[src/rtl/irq_ctrl_pkg.sv]
// Shared definitions for the external interrupt controller: register map,
// request-sequencing states and the CAUSE word layout.
package irq_ctrl_pkg;

  localparam logic [1:0] IRQ_MASK  = 2'd0;
  localparam logic [1:0] IRQ_EDGE  = 2'd1;
  localparam logic [1:0] IRQ_PEND  = 2'd2;
  localparam logic [1:0] IRQ_CAUSE = 2'd3;

  typedef enum logic [1:0] {
    IDLE = 2'd0,
    REQ  = 2'd1,
    SVC  = 2'd2,
    GAP  = 2'd3
  } irq_state_t;

  function automatic logic [31:0] irq_cause(input logic valid,
                                            input logic [15:0] cnt,
                                            input logic [4:0] id);
    return {valid, 7'b0, cnt, 3'b0, id};
  endfunction

endpackage

[src/rtl/irq_ctrl_prio_enc.sv]
// Lowest-index-wins priority encoder over the eligible interrupt vector.
// Purely combinational; no flow control.
module irq_prio_enc #(
  parameter int N = 8
) (
  input  logic [N-1:0] req,
  output logic [4:0]   id,
  output logic         any
);

  // Scanning downwards lets the lowest set index overwrite the others.
  always_comb begin
    id = '0;
    for (int i = N - 1; i >= 0; i--) begin
      if (req[i]) id = 5'(i);
    end
  end

  assign any = |req;

endmodule

[src/rtl/irq_ctrl.sv]
// External interrupt controller: sync, latch, mask and prioritise N_IRQ lines into CP0's single input.
// Latency: raw edge -> PENDING 3 clk, PENDING -> ir_req 1 clk; cfg reads are combinational.
// No backpressure: a request is held until CP0 pulses ir_taken, then until eret.
module irq_ctrl
  import irq_ctrl_pkg::*;
#(
  parameter int                N_IRQ    = 8,
  parameter logic [N_IRQ-1:0]  EDGE_RST = {N_IRQ{1'b1}}
) (
  input  logic             clk,
  input  logic             rst,
  input  logic [N_IRQ-1:0] irq_src,
  input  logic             ie,
  output logic             ir_req,
  input  logic             ir_taken,
  input  logic             eret,
  input  logic             cfg_we,
  input  logic [1:0]       cfg_addr,
  input  logic [31:0]      cfg_wdata,
  output logic [31:0]      cfg_rdata
);

  logic [N_IRQ-1:0] sync_1;
  logic [N_IRQ-1:0] sync;
  logic [N_IRQ-1:0] sync_d;
  logic [N_IRQ-1:0] mask;
  logic [N_IRQ-1:0] edge_sel;
  logic [N_IRQ-1:0] pending;
  logic [4:0]       cur_id;
  logic [15:0]      svc_cnt;
  irq_state_t       state;

  logic [N_IRQ-1:0] rise;
  logic [N_IRQ-1:0] w1c;
  logic [N_IRQ-1:0] svc_clr;
  logic [N_IRQ-1:0] pend_next;
  logic [4:0]       win_id;
  logic             win_any;
  logic             unused_wdata;

  assign unused_wdata = ^cfg_wdata[31:N_IRQ];

  irq_prio_enc #(.N(N_IRQ)) u_prio (
    .req (pending & mask),
    .id  (win_id),
    .any (win_any)
  );

  // Edge sources: a fresh edge beats any same-cycle clear. Level sources mirror the line.
  always_comb begin
    rise    = sync & ~sync_d;
    w1c     = (cfg_we && cfg_addr == IRQ_PEND) ? cfg_wdata[N_IRQ-1:0] : '0;
    svc_clr = '0;
    for (int i = 0; i < N_IRQ; i++) begin
      svc_clr[i] = (state == REQ) && ir_taken && (cur_id == 5'(i));
    end
    pend_next = (edge_sel & ((pending & ~(w1c | svc_clr)) | rise))
              | (~edge_sel & sync);
  end

  always_ff @(posedge clk) begin
    if (!rst) begin
      sync_1   <= '0;
      sync     <= '0;
      sync_d   <= '0;
      mask     <= '0;
      edge_sel <= EDGE_RST;
      pending  <= '0;
      cur_id   <= '0;
      svc_cnt  <= '0;
      state    <= IDLE;
      ir_req   <= 1'b0;
    end else begin
      sync_1  <= irq_src;
      sync    <= sync_1;
      sync_d  <= sync;
      pending <= pend_next;

      if (cfg_we && cfg_addr == IRQ_MASK) mask     <= cfg_wdata[N_IRQ-1:0];
      if (cfg_we && cfg_addr == IRQ_EDGE) edge_sel <= cfg_wdata[N_IRQ-1:0];

      // ir_req stays high through REQ and SVC so CP0 never sees a spurious edge.
      case (state)
        IDLE: begin
          if (ie && win_any) begin
            cur_id <= win_id;
            state  <= REQ;
            ir_req <= 1'b1;
          end
        end
        REQ: begin
          if (ir_taken) begin
            svc_cnt <= svc_cnt + 16'd1;
            state   <= SVC;
          end
        end
        SVC: begin
          if (eret) begin
            state  <= GAP;
            ir_req <= 1'b0;
          end
        end
        GAP: begin
          state <= IDLE;
        end
        default: begin
          state  <= IDLE;
          ir_req <= 1'b0;
        end
      endcase
    end
  end

  always_comb begin
    cfg_rdata = '0;
    case (cfg_addr)
      IRQ_MASK:  cfg_rdata = 32'(mask);
      IRQ_EDGE:  cfg_rdata = 32'(edge_sel);
      IRQ_PEND:  cfg_rdata = 32'(pending);
      IRQ_CAUSE: cfg_rdata = irq_cause((state == REQ) || (state == SVC), svc_cnt, cur_id);
      default:   cfg_rdata = '0;
    endcase
  end

endmodule

[config.mk]
export PLATFORM = sky130hd
export DESIGN_NAME = irq_ctrl
export DESIGN_NICKNAME = d
export VERILOG_FILES = /design/src/rtl/irq_ctrl_pkg.sv /design/src/rtl/irq_ctrl_prio_enc.sv /design/src/rtl/irq_ctrl.sv
export SDC_FILE = /design/constraint.sdc
export NUM_CORES = 1
export LEC_CHECK = 0
export CORE_UTILIZATION = 53
export CTS_CLUSTER_SIZE = 12
export DETAILED_ROUTE_END_ITERATION = 10
export GPL_TIMING_DRIVEN = 0
export PLACE_DENSITY = 0.84
export SYNTH_ARGS = -nofsm -noshare
export SYNTH_HDL_FRONTEND = slang
export SYNTH_SLANG_ARGS = --single-unit
[constraint.sdc]
create_clock -name clk -period 6.98 [get_ports clk]
set_clock_uncertainty 0.05 [all_clocks]
set_input_delay 2.094 -clock clk [delete_from_list [all_inputs] [get_ports clk]]
set_output_delay 2.094 -clock clk [all_outputs]
set_load 0.005 [all_outputs]
; ---- Word level (Yosys, flattened, before mapping)
; Cells that the tools add are included.
; W data, S select, Z words.
[classes]
n_addsub = 1
n_mux = 17
n_reduce_logical = 23
bitwise_logic = 11
eq_ne = 16
[ops]
columns = operator, count
row1 = $pmux W32 S4, 1
row2 = $and A8 B8 Y8, 5
row3 = $mux W3, 8
row4 = $not A8 Y8, 3
row5 = $or A8 B8 Y8, 3
row6 = $eq A5 B3 Y1 const B, 4
row7 = $add A16 B1 Y16 const B, 1
row8 = $logic_and A1 B1 Y1, 13
row9 = $eq A5 B2 Y1 const B, 2
row10 = $eq A2 B2 Y1 const B, 4
row11 = $mux W8, 1
row12 = $pmux W2 S4, 1
row13 = $reduce_or A8 Y1, 1
row14 = $mux W2, 3
row15 = $ne A2 B2 Y1 const B, 3
row16 = $reduce_and A3 Y1, 2
row17 = $eq A5 B1 Y1 const B, 1
row18 = $logic_not A5 Y1, 1
row19 = $eq A2 B1 Y1 const B, 2
row20 = $logic_not A2 Y1, 2
row21 = $reduce_and A2 Y1, 2
row22 = $mux W1, 2
row23 = $pmux W1 S2, 1
row24 = $reduce_bool A2 Y1, 1
row25 = $logic_or A1 B1 Y1, 1
[word_totals]
output_inout_bits = 33
elab_cells = 78
reg_bits = 72
input_bits = 48

; ---- Longest topological paths before layout
[logic_depth]
ltp_word = 9
mapped_depth = 7
depth_no_buf = 6

; ---- Modules after synthesis
; From an unflattened synthesis, not the netlist that was laid out.
[unflattened]
hier_cells = 356
hier_area_um2 = 3231.8
[modules_own_cells]
columns = module, seq_area_each_um2, instances, cells_each, area_per_inst_um2
row1 = irq_ctrl, 1441.4, 1, 340, 3131.8
row2 = irq_prio_enc, 0.0, 1, 16, 100.1

; ---- Least setup slack after synthesis
; OpenSTA, ideal clock, no wires.
[synth_path]
path_kind = input -> output
start = input port cfg_addr[0]
end = output port cfg_rdata[0]
slack_ps = 1793
required_time_ps = 4836
stages = 3
arrival_time_ps = 3043
path_buffers = 2
path_cell_list = clkbuf_1 > clkbuf_1 > mux4_2
[synth_via]
elab_chain_cells = 2
word_cells_on_any_way = 5
classes_between = 3 x eq/ne / 1 x mux / 1 x reduce/logical
[synth_lines]
columns = element, line_no
row1 = from (decl), irq_ctrl.sv:18  ; input logic [1:0] cfg_addr,
row2 = $eq A2 B2 Y1 (tied with other cells), irq_ctrl.sv:116  ; case (cfg_addr)
row3 = $pmux W32 S4 (*), irq_ctrl.sv:116
row4 = to (decl), irq_ctrl.sv:20  ; output logic [31:0] cfg_rdata
; Mark *: on every way between the ends. The rest lies on a longest branch, timed or not. The select of a mux whose other input is x is not followed.

; ---- Worst setup path after layout
[layout_path]
start = input port cfg_addr[0]
end = output port cfg_rdata[2]
; The elaborated chain is that of the path after synthesis.

==> results by group <==
Run status
  • Outcome: completed

Setup path
  • Highest net fanout along the worst path: 10
  • Worst Path Required: 4.84 ns
  • Worst Setup Start Kind: primary input
  • Critical Path Sink Type: output port
  • FF-to-FF setup slack: 5.08 ns
  • Critical Path AT: 4.42 ns
  • WS Path Type: in2out

Run
  • Maxcap violations: 0

Clock tree
  • Root Driver: clkbuf_8
  • Clock Latency Late Sink: ~0.34 ns
  • Clk buf depth: 2
  • CTS tree: built
  • CTS buffer count: 9
  • Post-CTS resize count: 0
  • Post-CTS setup buffer count: 0
  • Clock Pin Slew Worst Setup and Hold Paths: 0.07 ns
  • Hold Buf Count CTS: 0
  • Sink Count: 70
  • H-tree depth: 3

STA
  • Hold_ws: 0.384 ns
  • Minimum clock period: ~6.6 ns
  • Slew margin rel.: 0.609
  • Worst Tran Pin Value: 0.587 ns
  • Final slew viol count: 0
  • Setup TNS: 0 ns
  • Number of hold violations in the final report: 0
  • Fmax: 152 MHz
  • Final setup vio count: 0
  • RSZ-0062 raised after global routing: no
  • Final period util: 0.940

GRT
  • Number of global-route vias before repair: 2,683
  • First-pass GRT wire length: 12.1 mm
  • Overflow after GRT: 0
  • Total track usage: 0.252
  • Initial antenna violation count: 0
  • Largest net degree at the start of global routing: 13

Min path
  • Worst Hold Class: reg2reg

Place
  • GPL Wtd Cong: 0.870
  • Detailed-placement wirelength estimate: 5.32 mm
  • IO Port Bufs: slightly below 50

Finish
  • Antenna cells: 0
  • Final #Nets: 473
  • Layout fillers: about 440
  • Layout cells sized above 1: 0.0775
  • Layout area overhead: 25.3%

Floorplanning
  • Cell row count: 27
  • Die Ht: 79.4 um
  • Ports: 81
  • Die area: 0.00630 mm^2
  • Starting density of the core: 0.562
  • Core Area: 0.00564 mm^2
  • Die Wd: approximately 80 um

Drt
  • Iter 0 DRT Violations: 207
  • DR WL/cell: 15.0 um
  • Post-route antenna net violation count: 0
  • Via density per instance: 5.83
  • Drt drc: 0
  • Pre-Repair DR Iteration Count: 4
  • Final WL: 7.49 mm
  • Vias: approximately 2,900

Power
  • Static Leak: approximately 1.6 nW
  • P per Cell Area: 210 mW/mm^2
  • Peak VDD IR: 0.167 mV

Logic synthesis
  • Async S/R FF share, synth: 0
  • Post-Syn Instances: ~360
  • Number of enable flip-flop cells after synthesis: 0
  • Synth cell types: 48
  • Ys flop type: dfxtp_1
  • Post-synthesis sequential area ratio: 0.442
  • Average cell area after synthesis: 8.94 um^2
  • FF+latch count, synth: 70
  • Post-synthesis cell area: 0.00317 mm^2
  • Synth Warn #: 0
[metal layers]
layer  routed length (um)  part of all wire  GRT usage
met1                 3120              0.42      0.293
met2                 3760              0.50      0.440
met3                  441             0.059     0.0423
met4                  167             0.022      0.135
met5                    0                 0          0
[logic make-up after synthesis]
kind of cell,share of synthesized area
multiplexers,0.0623
adder cells (fa/ha/maj),0.0158
AND/OR/NAND/NOR,0.275
AO/OA/AOI/OAI,0.124
other,0.00118
buffers and inverters,0.0524
XOR/XNOR,0.0276
flip-flops,0.442
[where the power goes]
| part | internal [mW] | switching, mW |
|---|---|---|
| Clock | 0.175 | 0.150 |
| Combinational | 0.0439 | 0.0420 |
| Sequential | 0.413 | 0.00994 |
[cell type report]
class,count,area (um^2),area share
Multi-Input combinational cell,258,1630,0.409
Sequential cell,70,1400,0.352
Timing Repair Buffer,49,490,0.123
Buffer,27,144,0.0362
Clock buffer,11,141,0.0356
Tap cell,72,90.1,0.0227
Clock inverter,5,58.8,0.0148
Inverter,6,22.5,0.00566
[worst paths after layout]
path,start,end,cells past startpoint
max,cfg_addr[0],cfg_rdata[2],5
min,sync_1[7],sync[7],1
max reg2reg,state[1],svc_cnt[15],6
min reg2reg,sync_1[7],sync[7],1
[cell usage after synthesis (all sizes together) (3+ instances only)]
cell type  number  area share
inv             5      0.0059
nand3b          3      0.0071
and2           26       0.051
nor3            3      0.0047
nand2          44       0.052
or4             4      0.0095
ha              4       0.016
and3           17       0.034
a41o            4       0.013
and4            4       0.012
nand4           9       0.018
xor2            7       0.019
dfxtp          70        0.44
nor2b           4      0.0079
o31ai           5       0.012
a32oi           4       0.011
a21boi          3      0.0071
mux2i          13       0.041
o21ai           9       0.014
buf            11       0.026
nand3          19       0.034
mux4            3       0.021
clkbuf         16       0.019
a21oi          17       0.027
a22o            5       0.014
xnor2           3      0.0083
nor2           22       0.026
a22oi           5       0.012
[sequential cells by signal (all words and copies together) (netlist names), 3 cells and up]
name      cells
svc_cnt      16
edge_sel      8
mask          8
pending       8
sync          8
sync_1        8
sync_d        8
cur_id        3
[cells in the final DEF (no fill, tap or decap), types with 5 or more instances in the layout]
master           Yosys  layout
a22o_1               5       5
clkbuf_1            16      17
xor2_1               7       7
and3_1              16      16
clkdlybuf4s50_1      0      49
mux2i_1             13      13
a22oi_1              5       5
buf_4                7       7
nor2_1              22      22
a21oi_1             17      17
dfxtp_1             70      70
o31ai_1              5       5
nand3_1             18      18
clkbuf_8             0      10
o21ai_0              9       9
nand4_1              9       9
conb_1               1       7
inv_1                5       5
and2_1              26      26
nand2_1             44      44
[stage by stage]
step / std cells / area [um^2] / setup slack (ns) / power (mW) / util
detailed placement: 482 / 3780 / 0.480 / 0.517 / 0.669
global route: 498 / 3980 / 0.384 / 0.866 / 0.705
global placement: 482 / 3780 / 0.505 / 0.513 / 0.669
finish: 498 / 3980 / 0.420 / 0.833 / 0.705
floorplan: 361 / 3200 / 1.79 / 0.476 / -
CTS: 498 / 3980 / 0.468 / 0.839 / 0.705
[critical path, cell delays in order]
cell	delay, ns
clkdlybuf4s50_1	0.48
clkbuf_1	0.47
clkbuf_1	0.49
mux4_2	0.41
clkdlybuf4s50_1	0.47
Power figures use the tool's default switching activity.
